## config.mk

```make
export PLATFORM = sky130hd
export DESIGN_NAME = permutation_engine
export DESIGN_NICKNAME = d
export VERILOG_FILES = /design/src/rtl/permutation_engine.sv
export SDC_FILE = /design/constraint.sdc
export NUM_CORES = 1
export LEC_CHECK = 0
export ABC_AREA = 1
export CAP_MARGIN = 30
export CORE_ASPECT_RATIO = 0.75
export CORE_MARGIN = 2
export CORE_UTILIZATION = 30
export CTS_BUF_LIST = sky130_fd_sc_hd__clkbuf_16
export CTS_CLUSTER_DIAMETER = 200
export DETAILED_ROUTE_END_ITERATION = 12
export GPL_ROUTABILITY_DRIVEN = 0
export PLACE_DENSITY = 0.67
export SETUP_SLACK_MARGIN = 0.3
export SLEW_MARGIN = 10
export SYNTH_ARGS = -nofsm -noshare
export SYNTH_HDL_FRONTEND = slang
export SYNTH_SLANG_ARGS = --single-unit
```

## constraint.sdc

```tcl
create_clock -name clk -period 1.6 [get_ports clk]
set_input_delay 0.32 -clock clk [delete_from_list [all_inputs] [get_ports clk]]
set_output_delay 0.32 -clock clk [all_outputs]
set_load 0.01 [all_outputs]
```

## src/rtl/permutation_engine.sv

```systemverilog
// Iterated bit-matrix permutation engine: cell (x,y) moves to (y,(2x+3y) mod N) each round.
// Optional feature macro PERM_INVERSE_EN adds a per-job inverse-map select.
module permutation_engine #(
    parameter int N      = 5,
    parameter int ROUNDS = 64,
    localparam int RB    = $clog2(ROUNDS + 1)
) (
    input  logic            clk,
    input  logic            rst,
    input  logic            abort,
    input  logic            in_valid,
    output logic            in_ready,
    input  logic [N*N-1:0]  matrix_in,
    input  logic [RB-1:0]   num_rounds,
    input  logic            inverse,
    output logic            out_valid,
    input  logic            out_ready,
    output logic [N*N-1:0]  matrix_out,
    output logic            busy,
    output logic [RB-1:0]   round_cnt
);

    typedef enum logic [1:0] {IDLE, RUN, DONE} state_t;

    localparam logic [RB-1:0] MAX_ROUNDS = RB'(ROUNDS);

    state_t          state_q, state_d;
    logic [N*N-1:0]  matrix_q, matrix_d;
    logic [RB-1:0]   round_cnt_q, round_cnt_d;
    logic [RB-1:0]   rounds_q, rounds_d;
    logic [RB-1:0]   rounds_sat;
    logic [N*N-1:0]  fwd_map;
    logic [N*N-1:0]  next_matrix;

    assign rounds_sat = (num_rounds > MAX_ROUNDS) ? MAX_ROUNDS : num_rounds;

    // Source cell (x,y) lands at bit ((2x+3y) mod N)*N + y.
    always_comb begin
        fwd_map = '0;
        for (int y = 0; y < N; y++) begin
            for (int x = 0; x < N; x++) begin
                fwd_map[((2*x + 3*y) % N)*N + y] = matrix_q[y*N + x];
            end
        end
    end

`ifdef PERM_INVERSE_EN
    logic            inverse_q, inverse_d;
    logic [N*N-1:0]  inv_map;

    // Inverse pulls each cell back from where the forward map would send it.
    always_comb begin
        inv_map = '0;
        for (int y = 0; y < N; y++) begin
            for (int x = 0; x < N; x++) begin
                inv_map[y*N + x] = matrix_q[((2*x + 3*y) % N)*N + y];
            end
        end
    end

    assign next_matrix = inverse_q ? inv_map : fwd_map;
`else
    logic unused_inverse;

    assign unused_inverse = inverse;
    assign next_matrix    = fwd_map;
`endif

    always_comb begin
        state_d     = state_q;
        matrix_d    = matrix_q;
        round_cnt_d = round_cnt_q;
        rounds_d    = rounds_q;
`ifdef PERM_INVERSE_EN
        inverse_d   = inverse_q;
`endif
        if (abort) begin
            state_d     = IDLE;
            round_cnt_d = '0;
        end else begin
            case (state_q)
                IDLE: begin
                    if (in_valid) begin
                        matrix_d    = matrix_in;
                        rounds_d    = rounds_sat;
                        round_cnt_d = '0;
`ifdef PERM_INVERSE_EN
                        inverse_d   = inverse;
`endif
                        state_d     = (rounds_sat != '0) ? RUN : DONE;
                    end
                end
                RUN: begin
                    matrix_d    = next_matrix;
                    round_cnt_d = round_cnt_q + RB'(1);
                    if (round_cnt_d == rounds_q) begin
                        state_d = DONE;
                    end
                end
                DONE: begin
                    if (out_ready) begin
                        state_d = IDLE;
                    end
                end
                default: state_d = IDLE;
            endcase
        end
    end

    always_ff @(posedge clk) begin
        if (!rst) begin
            state_q     <= IDLE;
            matrix_q    <= '0;
            round_cnt_q <= '0;
            rounds_q    <= '0;
`ifdef PERM_INVERSE_EN
            inverse_q   <= 1'b0;
`endif
        end else begin
            state_q     <= state_d;
            matrix_q    <= matrix_d;
            round_cnt_q <= round_cnt_d;
            rounds_q    <= rounds_d;
`ifdef PERM_INVERSE_EN
            inverse_q   <= inverse_d;
`endif
        end
    end

    assign in_ready   = (state_q == IDLE);
    assign out_valid  = (state_q == DONE);
    assign busy       = (state_q == RUN);
    assign matrix_out = matrix_q;
    assign round_cnt  = round_cnt_q;

endmodule

```

### Yosys cells after proc, flatten, opt, wreduce, memory -nomap -nowiden

Index checks and enable logic that the tools add are counted.

* register bits after elaboration: 41
* output and inout port bits: 35
* logic and storage cells: 35

* add/subtract/negate cells: 1
* $lt $le $gt $ge: 1
* eq/ne operators: 6
* mux-type cells: 10
* bitwise operators: 3
* reductions and logical operators: 9

Operators by type and width (number)
* 25-bit case mux with 2 select lines: 1
* 25-bit 2-to-1 mux: 1
* 7-bit 2-to-1 mux: 2
* 7-bit case mux with 2 select lines: 1
* 3-bit AND reduction: 3
* 2-bit 2-to-1 mux: 4
* 7-bit by 1-bit adder with 7-bit output, second input constant: 1
* 7-bit == test: 1
* 7-bit > comparator, second input constant: 1
* 7-bit nonzero test: 1
* 2-bit case mux with 3 select lines: 1
* 2-bit by 1-bit != test with 1-bit output, second input constant: 2
* 4-bit AND reduction: 1
* 1-bit inverter: 3
* 2-bit by 1-bit == test with 1-bit output, second input constant: 1
* 2-bit == test, second input constant: 1
* 2-bit logical NOT: 1
* 2-bit != test, second input constant: 1
* 2-bit AND reduction: 1
* 2-bit nonzero test: 1
* 2-bit OR reduction: 1

### Depth between registers and ports, before layout

Gate-level depths: netlist of run 1.

* depth after elaboration: 6
* mapped depth: 12
* depth with buffers taken out: 12

### Worst setup path after synthesis of run 1

OpenSTA, ideal clock, no wires.

* path kind: register -> register
* from: register round_cnt_q[0], in the netlist round_cnt[0]
* to: register state_q[1]
* data arrival time: 1447 ps
* data required time: 1491 ps
* path slack: 44 ps
* cell stages (with the launch flop): 13
* buffers on the path: 0
* period minus slack after synthesis: 1556 ps
* path through: dfxtp_1 ha_1 nand2_2 nor2_4 nand2_1 nand2_1 nand3_1 inv_1 nor2_1 nand3_1 nand3_1 nand2_1 inv_1

* longest elaborated chain between the ends: 4

Ends and longest elaborated chain
* from (decl): RTL line 29 `logic [RB-1:0] round_cnt_q, round_cnt_d;`
* from (signal assigned): RTL line 122 `round_cnt_q <= round_cnt_d;`
* 7-bit by 1-bit adder with 7-bit output: RTL line 95 `round_cnt_d = round_cnt_q + RB'(1);`
* 7-bit == test: RTL line 96 `if (round_cnt_d == rounds_q) begin`
* 2-bit by 1-bit != test with 1-bit output (no source line)
* 3-bit AND reduction (no source line)
* to (signal assigned): RTL line 120 `state_q <= state_d;`
* to (decl): RTL line 27 `state_t state_q, state_d;`

No other way between the ends.
A chain may end at the register's enable or synchronous reset.

### Worst setup path after layout of run 1

* from: register state_q[1]
* to: register matrix_q[18], in the netlist matrix_out[18]

* longest elaborated chain between the ends: 3
* elaborated cells on any way between the ends: 6
* those cells by class: eq/ne (2); mux (1); reduce/logical (3)

Ends and longest elaborated chain
* 2-bit by 1-bit == test with 1-bit output / 2-bit logical NOT (equally long branches): RTL line 81 `case (state_q)`
* 2-bit nonzero test (no source line) / 2-bit != test (equally long branches)
* 3-bit AND reduction (no source line)
* to (signal assigned): RTL line 121 `matrix_q <= matrix_d;`
* to (decl): RTL line 28 `logic [N*N-1:0] matrix_q, matrix_d;`

Parallel ways exist; a longest one is shown, timed or not. The select of a mux whose other input is x is not followed.

==> impl_results.md, run 1 <==
* Final core utilization at 53.9%
* Worst r2r path cells at 10
* Clock transition at path regs at 60 ps
* Fin crit period at 1470 ps
* CP cell instances: buf_6 -> nor2_4 -> nand2_2 -> nand2_4 -> inv_4 -> nor2_8 -> buf_6 -> buf_12 -> buf_16 -> a31oi_1
* Crit path max-delay family: buffers and inverters
* Share of post-route cells with drive strength above 1 at 27.6%
* Most frequent CP cell: buf_6
* Slowest stage delay, CP at 340 ps
* Beginning of the worst hold path: num_rounds[5]
* HPWL Detailed at 4220 um
* Layout area overhead at 76.4%
* Synthesis Warnings at 0
* Root Buffer: clkbuf_16
* Die ar. at 7550 um2
* Worst path bufs/invs at 5
* Most frequent cells in the layout: 93 x nand2_1, 32 x clkdlybuf4s50_1, 31 x dlygate4sd2_1, 31 x dfxtp_1, 21 x buf_4
* Grt total ovfl at 0
* CTS Buffer Depth at 2
* IO buf count at 71
* Routed Antenna Nets at 0
* Yosys reg bits at 41
* Final hold violations at 0
* CTS buffer count at 5
* P per Cell Area at 867 nW/um2
* Seq/Total Area, Yosys at 39.9%
* DR pass1 iterations at 4
* Core footprint at 6730 um2
* Hold Crit Depth at 3
* Clk sink count at 41
* Cell Count, Final, Fillers Out at 486
* Synth area leader: dfxtp_1
* Die Wd at 99.6 um
* Chip Height at 75.7 um
* DRC errors left at 0
* Skew-Pair Late Insertion Delay at 280 ps
* Critical-path top delay cell: dfxtp_2
* Synth top area share at 39.9%
* Mapped cell area at 2060 um2
* Leakage at 1.58 nW
* Area contributors post-synth: dfxtp_1 40%, nand2_1 18%, a31oi_1 7.3%
* Vias at 2356
* WL final at 6660 um
* Startpoint Class: flip-flop
* Initial antenna violation count at 0
* Drt wl/cell at 13.7 um
* CTS tree: done
* CP Capture Type: flip-flop
* Worst r2r src: state_q[1]$_SDFFE_PP0P_
* Pin slew with the least headroom to its limit at 359 ps
* CP Max Fanout at 8
* Final nets at 440
* Inst Count DP at 455
* Max-slew headroom at 76.1%
* Vias per std cell at 4.85
* CP required at 1770 ps
* Status: completed
* First-pass GRT wire length at 10600 um
* Vias in the first global route at 2149
* Worst Skew at 4.44 ps
* Commonest non-fill, non-tap cell in the layout: nand2_1
* Average size of a mapped cell at 6.91 um2
* Gate Count Post-Synth at 298
* Highest clock rate at 681 MHz
* Sum Neg Setup Slack at 0 ps
* H-Tree Depth at 2
* Min-delay worst type: in2reg
* Critical Path AT at 1630 ps
* Mapped Nets at 337
* R2R setup slack at 130 ps
* Pin count of the biggest net entering global routing at 27
* Max-cap violations at 0
* Starting Density at 30.6%
* Io pins at 73
* RSZ-0062 raised after global routing: true
* # rows at 26
* Setup violations, final at 0
* Max VDD drop at 525 uV
* Final slew viol count at 0
* Cell variety after synth at 29
* Fin crit share at 91.8%
* Hold-critical path endpoint: rounds_q[5]$_SDFFE_PN0P_
* ANT cells at 0
* Terminus of the critical flop-to-flop path: matrix_out[18]$_SDFFE_PN0P_
* GRT Util Overall at 17.7%
* Crit Path Class: reg2reg
* Starting DRC count in detailed routing at 102
-- routing by layer --
layer / up-vias / global-route usage [%] / part of all wire [%]
met1: 1075 / 24.9 / 47
li1: 1199 / - / -
met4: 0 / 5.63 / 1.3
met3: 6 / 3.76 / 6.4
met5: - / 0 / 0
met2: 76 / 27.5 / 45
-- repair_timing --
item,4_1_cts,5_1_grt
resized for setup,74,44
setup endpoints to repair,65,50
hold buffers,0,0
pin swaps,11,3
setup buffers,11,7
gates cloned,3,2
-- cell usage after synthesis --
cell       n
nand2_1   98
dfxtp_1   41
o21ai_1   25
a31oi_1   24
nand3_1   23
inv_1     20
a21oi_1   15
nor2_1    13
clkbuf_1   6
buf_6      5
inv_2      5
nor2_2     3
nand2_2    2
nor2_4     2
o21ai_0    2
a21oi_2    1
and3_1     1
buf_2      1
clkinv_1   1
ha_1       1
inv_4      1
nand3b_1   1
nand4_1    1
nor2_8     1
nor4_1     1
o21a_1     1
o21bai_2   1
xnor2_1    1
xor2_1     1
-- how the worst max path moves through the flow --
stage,start,to,slack [ps],cells after the start
after CTS,state_q[1]$_SDFFE_PP0P_,busy,140,3
after floorplan,round_cnt[0]$_SDFFE_PP0P_,state_q[0]$_SDFFE_PP0P_,270,11
after global placement,num_rounds[2],state_q[1]$_SDFFE_PP0P_,-120,7
final,state_q[1]$_SDFFE_PP0P_,matrix_out[18]$_SDFFE_PN0P_,130,10
after detailed placement,num_rounds[2],rounds_q[1]$_SDFFE_PN0P_,-140,6
after global routing,state_q[1]$_SDFFE_PP0P_,matrix_out[18]$_SDFFE_PN0P_,40,10
-- state kept, by name, indices dropped and copies added (netlist names) --
register	flops
matrix_out	25
round_cnt	7
rounds_q	7
state_q	2
-- power by group --
group          switching [mW]  total (mW)  internal [mW]
logic                   0.349       0.756          0.408
registers              0.0654        1.15           1.09
clock network           0.410        1.24          0.828
total                   0.824        3.15           2.32
-- logic make-up (layout without fill, tap and decap cells) --
kind of cell	count (synthesis)	count (layout)	synth area share, %
and+or+nand+nor	146	146	30.7
AOI/OAI and AO/OA	69	69	18.8
DFF	41	41	39.9
buffers and inverters	39	143	9.12
xor gates and xnor gates	2	2	0.851
adders and majority gates	1	1	0.608
-- through the flow --
| stage | hold slack (ps) | total power [mW] | worst slack [ps] | instance area (um2) |
|---|---|---|---|---|
| floorplan | 445 | 1.44 | 268 | 2090 |
| global placement | 472 | 1.74 | -123 | 2940 |
| detailed placement | 479 | 1.75 | -144 | 2940 |
| CTS | 453 | 3.05 | 143 | 3340 |
| global route | 475 | 3.29 | 38.0 | 3630 |
| finish | 458 | 3.15 | 132 | 3630 |
-- final cells by class --
| class | instances | area, um2 |
|---|---|---|
| multi-input cells | 218 | 1280 |
| repair buffers | 108 | 1110 |
| fillers | 629 | 3100 |
| clock inverters | 2 | 35.0 |
| well taps | 84 | 105 |
| flip-flops and latches | 41 | 846 |
| clock buffers | 6 | 150 |
| inverters | 27 | 105 |
-- tightest hold or removal path, cell delays in order --
cell           delay [ps]
dlygate4sd2_1         250
nand2_1                70
a21oi_1                50
(Power assumes the default switching activity.)
==> run 2, diff against run 1 <==
--- a/config.mk
+++ b/config.mk
@@ -5,16 +5,15 @@
 export SDC_FILE = /design/constraint.sdc
 export NUM_CORES = 1
 export LEC_CHECK = 0
-export ABC_AREA = 1
 export CAP_MARGIN = 30
 export CORE_ASPECT_RATIO = 0.75
-export CORE_MARGIN = 2
-export CORE_UTILIZATION = 30
+export CORE_MARGIN = 1.5
+export CORE_UTILIZATION = 45
 export CTS_BUF_LIST = sky130_fd_sc_hd__clkbuf_16
 export CTS_CLUSTER_DIAMETER = 200
 export DETAILED_ROUTE_END_ITERATION = 12
 export GPL_ROUTABILITY_DRIVEN = 0
-export PLACE_DENSITY = 0.67
+export PLACE_DENSITY = 0.9
 export SETUP_SLACK_MARGIN = 0.3
 export SLEW_MARGIN = 10
 export SYNTH_ARGS = -nofsm -noshare
==> impl_results.md, run 2 <==
* Status: finished with violations
* Failing checks: setup timing
* Synth area leader: dfxtp_1
* Initial antenna violation count at 0 (unchanged)
* Max reg flops at 25 (unchanged)
* Skew-Pair Late Insertion Delay at 290 ps (about the same)
* Leakage at 1.47 nW (-6.6%)
* Slowest stage delay, CP at 390 ps (+50 ps)
* Seq/Total Area, Yosys at 39.6% (-0.24 points)
* Fin crit share at 110% (+18 points)
* Max-cap violations at 0 (unchanged)
* Share of post-route cells with drive strength above 1 at 26.6% (-1.0 points)
* First-pass GRT wire length at 10700 um (+1.2%)
* Worst Skew at 2.95 ps (-1.48 ps)
* Layout area overhead at 69.1%
* CTS buffer count at 5 (unchanged)
* Core footprint at 4440 um2 (-34%)
* Most frequent cell after synthesis: nand2_1
* CP Capture Type: flip-flop
* Setup ws final at -158 ps (-290 ps)
* Drt wl/cell at 18.5 um (+35%)
* Average size of a mapped cell at 7.81 um2 (+13%)
* CTS tree: done
* Grt total ovfl at 0 (unchanged)
* EDFF count, synth at 0 (unchanged)
* Die ar. at 5020 um2 (-33%)
* CP required at 1830 ps (+60 ps)
* Setup violations, final at 2 (+2)
* Clk sink count at 41 (unchanged)
* Mapped cell area at 2070 um2 (+0.61%)
* Vias per std cell at 5.95 (+23%)
* Die Wd at 81.3 um (-18%)
* Commonest non-fill, non-tap cell in the layout: nand2_1
* Hold buffers post-CTS at 0 (unchanged)
* Final slew viol count at 0 (unchanged)
* CP Max Fanout at 5 (-3)
* Final core utilization at 78.8% (+25 points)
* RSZ-0062 raised after global routing: true
* Crit path launch: round_cnt[1]$_SDFFE_PP0P_
* Io pins at 73 (unchanged)
* DRC errors left at 0 (unchanged)
* Tot Pwr at 2.77 mW (-12%)
* Mapped Nets at 304 (-9.8%)
* Routed Antenna Nets at 0 (unchanged)
* ANT cells at 0 (unchanged)
* Worst r2r path cells at 6 (-4)
* HPWL Detailed at 4270 um (+1.2%)
* Pin slew with the least headroom to its limit at 363 ps (+4.77 ps)
* IO buf count at 71 (unchanged)
* DR pass1 iterations at 5 (+1)
* Startpoint Class: flip-flop
* Root Buffer: clkbuf_16
* Asr flop ratio synth at 0% (unchanged)
* Critical-path top delay cell: dfxtp_4
* Top post-synthesis cells by count: 64 x nand2_1, 41 x dfxtp_1, 37 x nor2_1, 24 x a311oi_1, 13 x a21oi_1
* Setup slack at placement at -427 ps (-283 ps)
* Min-delay worst type: reg2reg
* Synth top area share at 39.6% (-0.24 points)
* Max-slew headroom at 75.6% (-0.54 points)
* Cell variety after synth at 48 (+66%)
* CTS Buffer Depth at 2 (unchanged)
* Area contributors post-synth: dfxtp_1 40%, nand2_1 12%, a311oi_1 10%
* Final nets at 403 (-8.4%)
* GRT Util Overall at 28.9% (+11 points)
* # rows at 21 (-19%)
* Most frequent cells in the layout: 62 x nand2_1, 34 x nor2_1, 31 x dlygate4sd2_1, 31 x dfxtp_1, 30 x clkdlybuf4s50_1
* Chip Height at 61.7 um (-18%)
* Starting Density at 46.6% (+16 points)
* Starting DRC count in detailed routing at 262 (+160%)
* P per Cell Area at 792 nW/um2 (-8.7%)
* Hold slack at 450 ps (-8.52 ps)
* Beginning of the worst hold path: matrix_out[0]$_SDFFE_PN0P_
* Clock transition at path regs at 60 ps (about the same)
* WL final at 7810 um (+17%)
* Vias in the first global route at 2108 (-1.9%)
* Pin count of the biggest net entering global routing at 33 (+22%)
* Highest clock rate at 569 MHz (-16%)
* Crit Path Class: reg2reg
* Most common flop cell mapped by yosys: dfxtp_1
* Critical Path AT at 1990 ps (+360 ps)
* Fin crit period at 1760 ps (+290 ps)
* Yosys reg bits at 41 (unchanged)
* Final hold violations at 0 (unchanged)
* H-Tree Depth at 2 (unchanged)
* Max VDD drop at 627 uV (+19%)
* Synthesis Warnings at 0 (unchanged)
* Gate Count Post-Synth at 265 (-11%)
* Worst r2r src: round_cnt[1]$_SDFFE_PP0P_
* Vias at 2512 (+6.6%)
* Hold Crit Depth at 2 (-1)
* CP cell instances: ha_4 -> nand3_1 -> and2_1 -> o211a_1 -> nor4_1 -> a211o_1
==> run 2: cell count changes in the layout (fill, tap and decap cells not counted), sizes merged, moves of 5 or more <==
cell / delta
nand3b: +5
inv: -22
a31oi: -22
o21ai: -22
nand2: -36
nand3: -21
buf: +9
a311oi: +24
nor2: +18
==> run 2: critical path, delay by kind of cell, from the launching register on <==
kind / cells / cell delay [ps]
fa+ha+maj: 1 / 170
flops: 1 / 390
simple gates: 3 / 730
compound gates: 2 / 410
==> run 2: layout make-up <==
cell class                 count  area, um2
multi-input combinational    200       1300
timing repair buffer         112       1120
fill                         282        940
sequential                    41        853
clock buffer                   5        125
tap                           57       71.3
clock inverter                 3       16.3
inverter                       4       15.0
==> run 2: cell families (layout without fill, tap and decap cells) <==
group / after synthesis / in the layout / share of synthesized area [%]
and+or+nand+nor: 130 / 130 / 28.1
AOI/OAI and AO/OA: 60 / 60 / 21.4
DFF: 41 / 41 / 39.6
buffers and inverters: 24 / 124 / 5.80
xor gates and xnor gates: 6 / 6 / 2.90
adders and majority gates: 2 / 2 / 1.09
muxes: 2 / 2 / 1.09
==> run 2: routing by layer <==
| layer | vias to the layer above | global-route usage (%) | part of all wire [%] |
|---|---|---|---|
| li1 | 1137 | - | - |
| met1 | 1177 | 39.2 | 42 |
| met2 | 159 | 45.3 | 47 |
| met3 | 39 | 5.99 | 7.5 |
| met4 | 0 | 12.6 | 4.1 |
| met5 | - | 0 | 0 |
==> run 2: timing repair <==
item,CTS,global route
setup endpoints to repair,70,44
setup buffers,11,0
gates resized for setup,101,22
gates cloned,4,0
pin swaps,14,21
==> run 2: final timing paths <==
check / endpoint / slack (ps)
hold reg to reg: matrix_out[0]$_SDFFE_PN0P_ / 450
setup reg to reg: state_q[0]$_SDFFE_PP0P_ / -160
setup / recovery: state_q[0]$_SDFFE_PP0P_ / -160
hold / removal: matrix_out[0]$_SDFFE_PN0P_ / 450
==> run 2: through the flow <==
| stage | TNS, ps | area [um2] | std cells |
|---|---|---|---|
| 2_1_floorplan | 0 | 2150 | 265 |
| 3_3_place_gp | -3620 | 3020 | 399 |
| 3_5_place_dp | -5190 | 3020 | 399 |
| 4_1_cts | -114 | 3410 | 422 |
| 5_1_grt | -336 | 3500 | 422 |
| 6_report | -206 | 3500 | 422 |
==> run 2: power breakdown <==
group	total, mW	switching, mW	internal (mW)
clock	0.997	0.424	0.573
combinational	0.642	0.306	0.336
sequential	1.13	0.0585	1.07
==> run 3, diff against run 2 <==
--- a/config.mk
+++ b/config.mk
@@ -6,14 +6,14 @@
 export NUM_CORES = 1
 export LEC_CHECK = 0
 export CAP_MARGIN = 30
-export CORE_ASPECT_RATIO = 0.75
+export CORE_ASPECT_RATIO = 0.9
 export CORE_MARGIN = 1.5
-export CORE_UTILIZATION = 45
-export CTS_BUF_LIST = sky130_fd_sc_hd__clkbuf_16
+export CORE_UTILIZATION = 50
 export CTS_CLUSTER_DIAMETER = 200
 export DETAILED_ROUTE_END_ITERATION = 12
+export DONT_BUFFER_PORTS = 1
 export GPL_ROUTABILITY_DRIVEN = 0
-export PLACE_DENSITY = 0.9
+export PLACE_DENSITY = 0.75
 export SETUP_SLACK_MARGIN = 0.3
 export SLEW_MARGIN = 10
 export SYNTH_ARGS = -nofsm -noshare
==> impl_results.md, run 3 (synthesized netlist as in run 2, its figures left out) <==
* Final slew viol count at 0 (unchanged)
* CP Depth at 7 (+1)
* Hold-critical path endpoint: matrix_out[0]$_SDFFE_PN0P_
* Final instance area at 2760 um2 (-21%)
* Starting Density at 54.0% (+7.3 points)
* Commonest non-fill, non-tap cell in the layout: nand2_1
* Area post-placement at 2260 um2 (-25%)
* Clk sink count at 41 (unchanged)
* Worst Skew at 8.29 ps (+5.33 ps)
* Status: completed
* First-pass GRT wire length at 9140 um (-14%)
* Max Used Layer: met4
* Chip Height at 64.1 um (+3.7%)
* Crit Path Class: reg2reg
* Worst r2r path cells at 7 (+1)
* CTS Buffer Depth at 2 (unchanged)
* Die ar. at 4540 um2 (-9.7%)
* Routed Antenna Nets at 0 (unchanged)
* CTS tree: done
* Clock Power Share at 29.3% (-6.7 points)
* Die Wd at 70.8 um (-13%)
* M1 WL at 2730 um (-16%)
* Slowest stage delay, CP at 340 ps (-50 ps)
* Worst r2r src: state_q[1]$_SDFFE_PP0P_
* Switching share of power at 29.6% (+1.1 points)
* Critical Path AT at 1780 ps (-210 ps)
* Hold Crit Depth at 2 (unchanged)
* Vias per std cell at 6.18 (+3.9%)
* IO buf count at 0 (-100%)
* Initial antenna violation count at 0 (unchanged)
* Final nets at 331 (-18%)
* CP cell instances: buf_6 -> buf_8 -> o21bai_4 -> nor2_4 -> buf_12 -> nor2_1 -> a311oi_1
* Max reg flops at 25 (unchanged)
* Io pins at 73 (unchanged)
* Leakage at 1.03 nW (-30%)
* Starting DRC count in detailed routing at 213 (-19%)
* NetSw at 0.664 mW (-16%)
* R2R setup slack at 2 ps (+160 ps)
* CP Max Fanout at 12 (+7)
* Pin count of the biggest net entering global routing at 27 (-18%)
* Highest clock rate at 626 MHz (+10%)
* Critical-path top delay cell: dfxtp_2
* Pin slew with the least headroom to its limit at 464 ps (+101 ps)
* Worst path bufs/invs at 3 (+3)
* CTS buffer count at 5 (unchanged)
* Vias in the first global route at 1876 (-11%)
* Met2 wire len at 2860 um (-22%)
* Combinational Power Share at 18.8% (-4.4 points)
* Root Buffer: clkbuf_8
* Startpoint Class: flip-flop
* Terminus of the critical flop-to-flop path: matrix_out[16]$_SDFFE_PN0P_
* Setup violations, final at 0 (-2)
* Max-cap violations at 0 (unchanged)
* Tot Pwr at 2.25 mW (-19%)
* WL final at 6140 um (-21%)
* Max VDD drop at 623 uV (-0.50%)
* Final hold violations at 0 (unchanged)
* Fin crit share at 99.8% (-10 points)
* Max-slew headroom at 69.1% (-6.5 points)
* ANT cells at 0 (unchanged)
* Share of post-route cells with drive strength above 1 at 32.1% (+5.5 points)
* Most frequent cells in the layout: 55 x nand2_1, 34 x nor2_1, 34 x dfxtp_1
* Clock transition at path regs at 80 ps (+20 ps)
* Drt wl/cell at 18.1 um (-2.2%)
* Fin crit period at 1600 ps (-160 ps)
* Skew-Pair Late Insertion Delay at 290 ps (about the same)
* Crit path max-delay family: compound AO/OA/AOI/OAI gates
* Seq pwr share at 51.9% (+11 points)
* Grt total ovfl at 0 (unchanged)
* CP Capture Type: flip-flop
* CP required at 1780 ps (-50 ps)
* Met3 WL post-DR at 504 um (-14%)
* P per Cell Area at 813 nW/um2 (+2.7%)
* Beginning of the worst hold path: matrix_in[0]
* H-Tree Depth at 2 (unchanged)
* Core footprint at 3840 um2 (-14%)
* # rows at 21 (unchanged)
* RSZ-0062 raised after global routing: true
* GRT Util Overall at 25.2% (-3.7 points)
* HPWL Detailed at 3650 um (-15%)
* Pint at 1.58 mW (-20%)
* Min-delay worst type: in2reg
* DR pass1 iterations at 4 (-1)
* DRC errors left at 0 (unchanged)
* Vias at 2096 (-17%)
* Layout area overhead at 33.4%
==> run 3: cell count changes in the layout (fill, tap and decap cells not counted), sizes merged, moves of 3 or more <==
cell,delta
buf,-9
clkbuf,+3
clkdlybuf4s15,-3
clkdlybuf4s50,-30
dlygate4sd2,-31
==> run 3: final cells by class <==
cell class              count  area [um2]
clock inverters             2        10.0
flip-flops and latches     41         840
multi-input cells         200        1330
clock buffers               6        72.6
fillers                   297        1070
repair buffers             40         434
well taps                  46        57.6
inverters                   4        18.8
==> run 3: metrics by stage <==
step	util [%]	setup slack (ps)	setup TNS (ps)	hold slack, ps	instances
2_1_floorplan	-	29.4	0	437	265
3_3_place_gp	58.9	-21.2	-21.2	456	313
3_5_place_dp	58.9	-62.8	-62.8	460	313
4_1_cts	64.6	26.2	0	167	326
5_1_grt	72.0	-100	-506	176	339
6_report	72.0	2.43	0	182	339
==> run 3: worst reg2reg max path: cells and delay by family (launching register included) <==
kind,cells,cell delay (ps)
buffers and inverters,3,410
AOI/OAI and AO/OA,2,440
and+or+nand+nor,2,290
DFF,1,340
==> run 3: per-layer routing <==
layer  vias to the layer above  GRT usage [%]
li1                        991              -
met1                       992           35.6
met2                       106           38.6
met3                         7           7.26
met4                         0           4.95
met5                         -              0
==> run 3: worst max path at each step <==
stage	slack [ps]	start	to
finish	2	state_q[1]$_SDFFE_PP0P_	matrix_out[16]$_SDFFE_PN0P_
global route	-100	state_q[0]$_SDFFE_PP0P_	matrix_out[16]$_SDFFE_PN0P_
CTS	30	state_q[1]$_SDFFE_PP0P_	busy
detailed placement	-60	num_rounds[3]	state_q[0]$_SDFFE_PP0P_
global placement	-20	num_rounds[3]	state_q[0]$_SDFFE_PP0P_
floorplan	30	round_cnt[3]$_SDFFE_PP0P_	state_q[0]$_SDFFE_PP0P_
==> run 3: timing repair <==
action	4_1_cts	5_1_grt
resized for setup	20	35
endpoints found under the setup margin	38	42
hold buffers	0	0
setup buffers	4	10
cloned	1	3
pin swaps	8	29
==> run 3: power by group through the flow <==
stage	combinational (mW)	sequential, mW	clock (mW)
4_1_cts	0.339	1.16	0.666
6_report	0.423	1.17	0.657
2_1_floorplan	0.236	1.17	0
5_1_grt	0.464	1.18	0.703
3_5_place_dp	0.297	1.19	0
3_3_place_gp	0.289	1.19	0
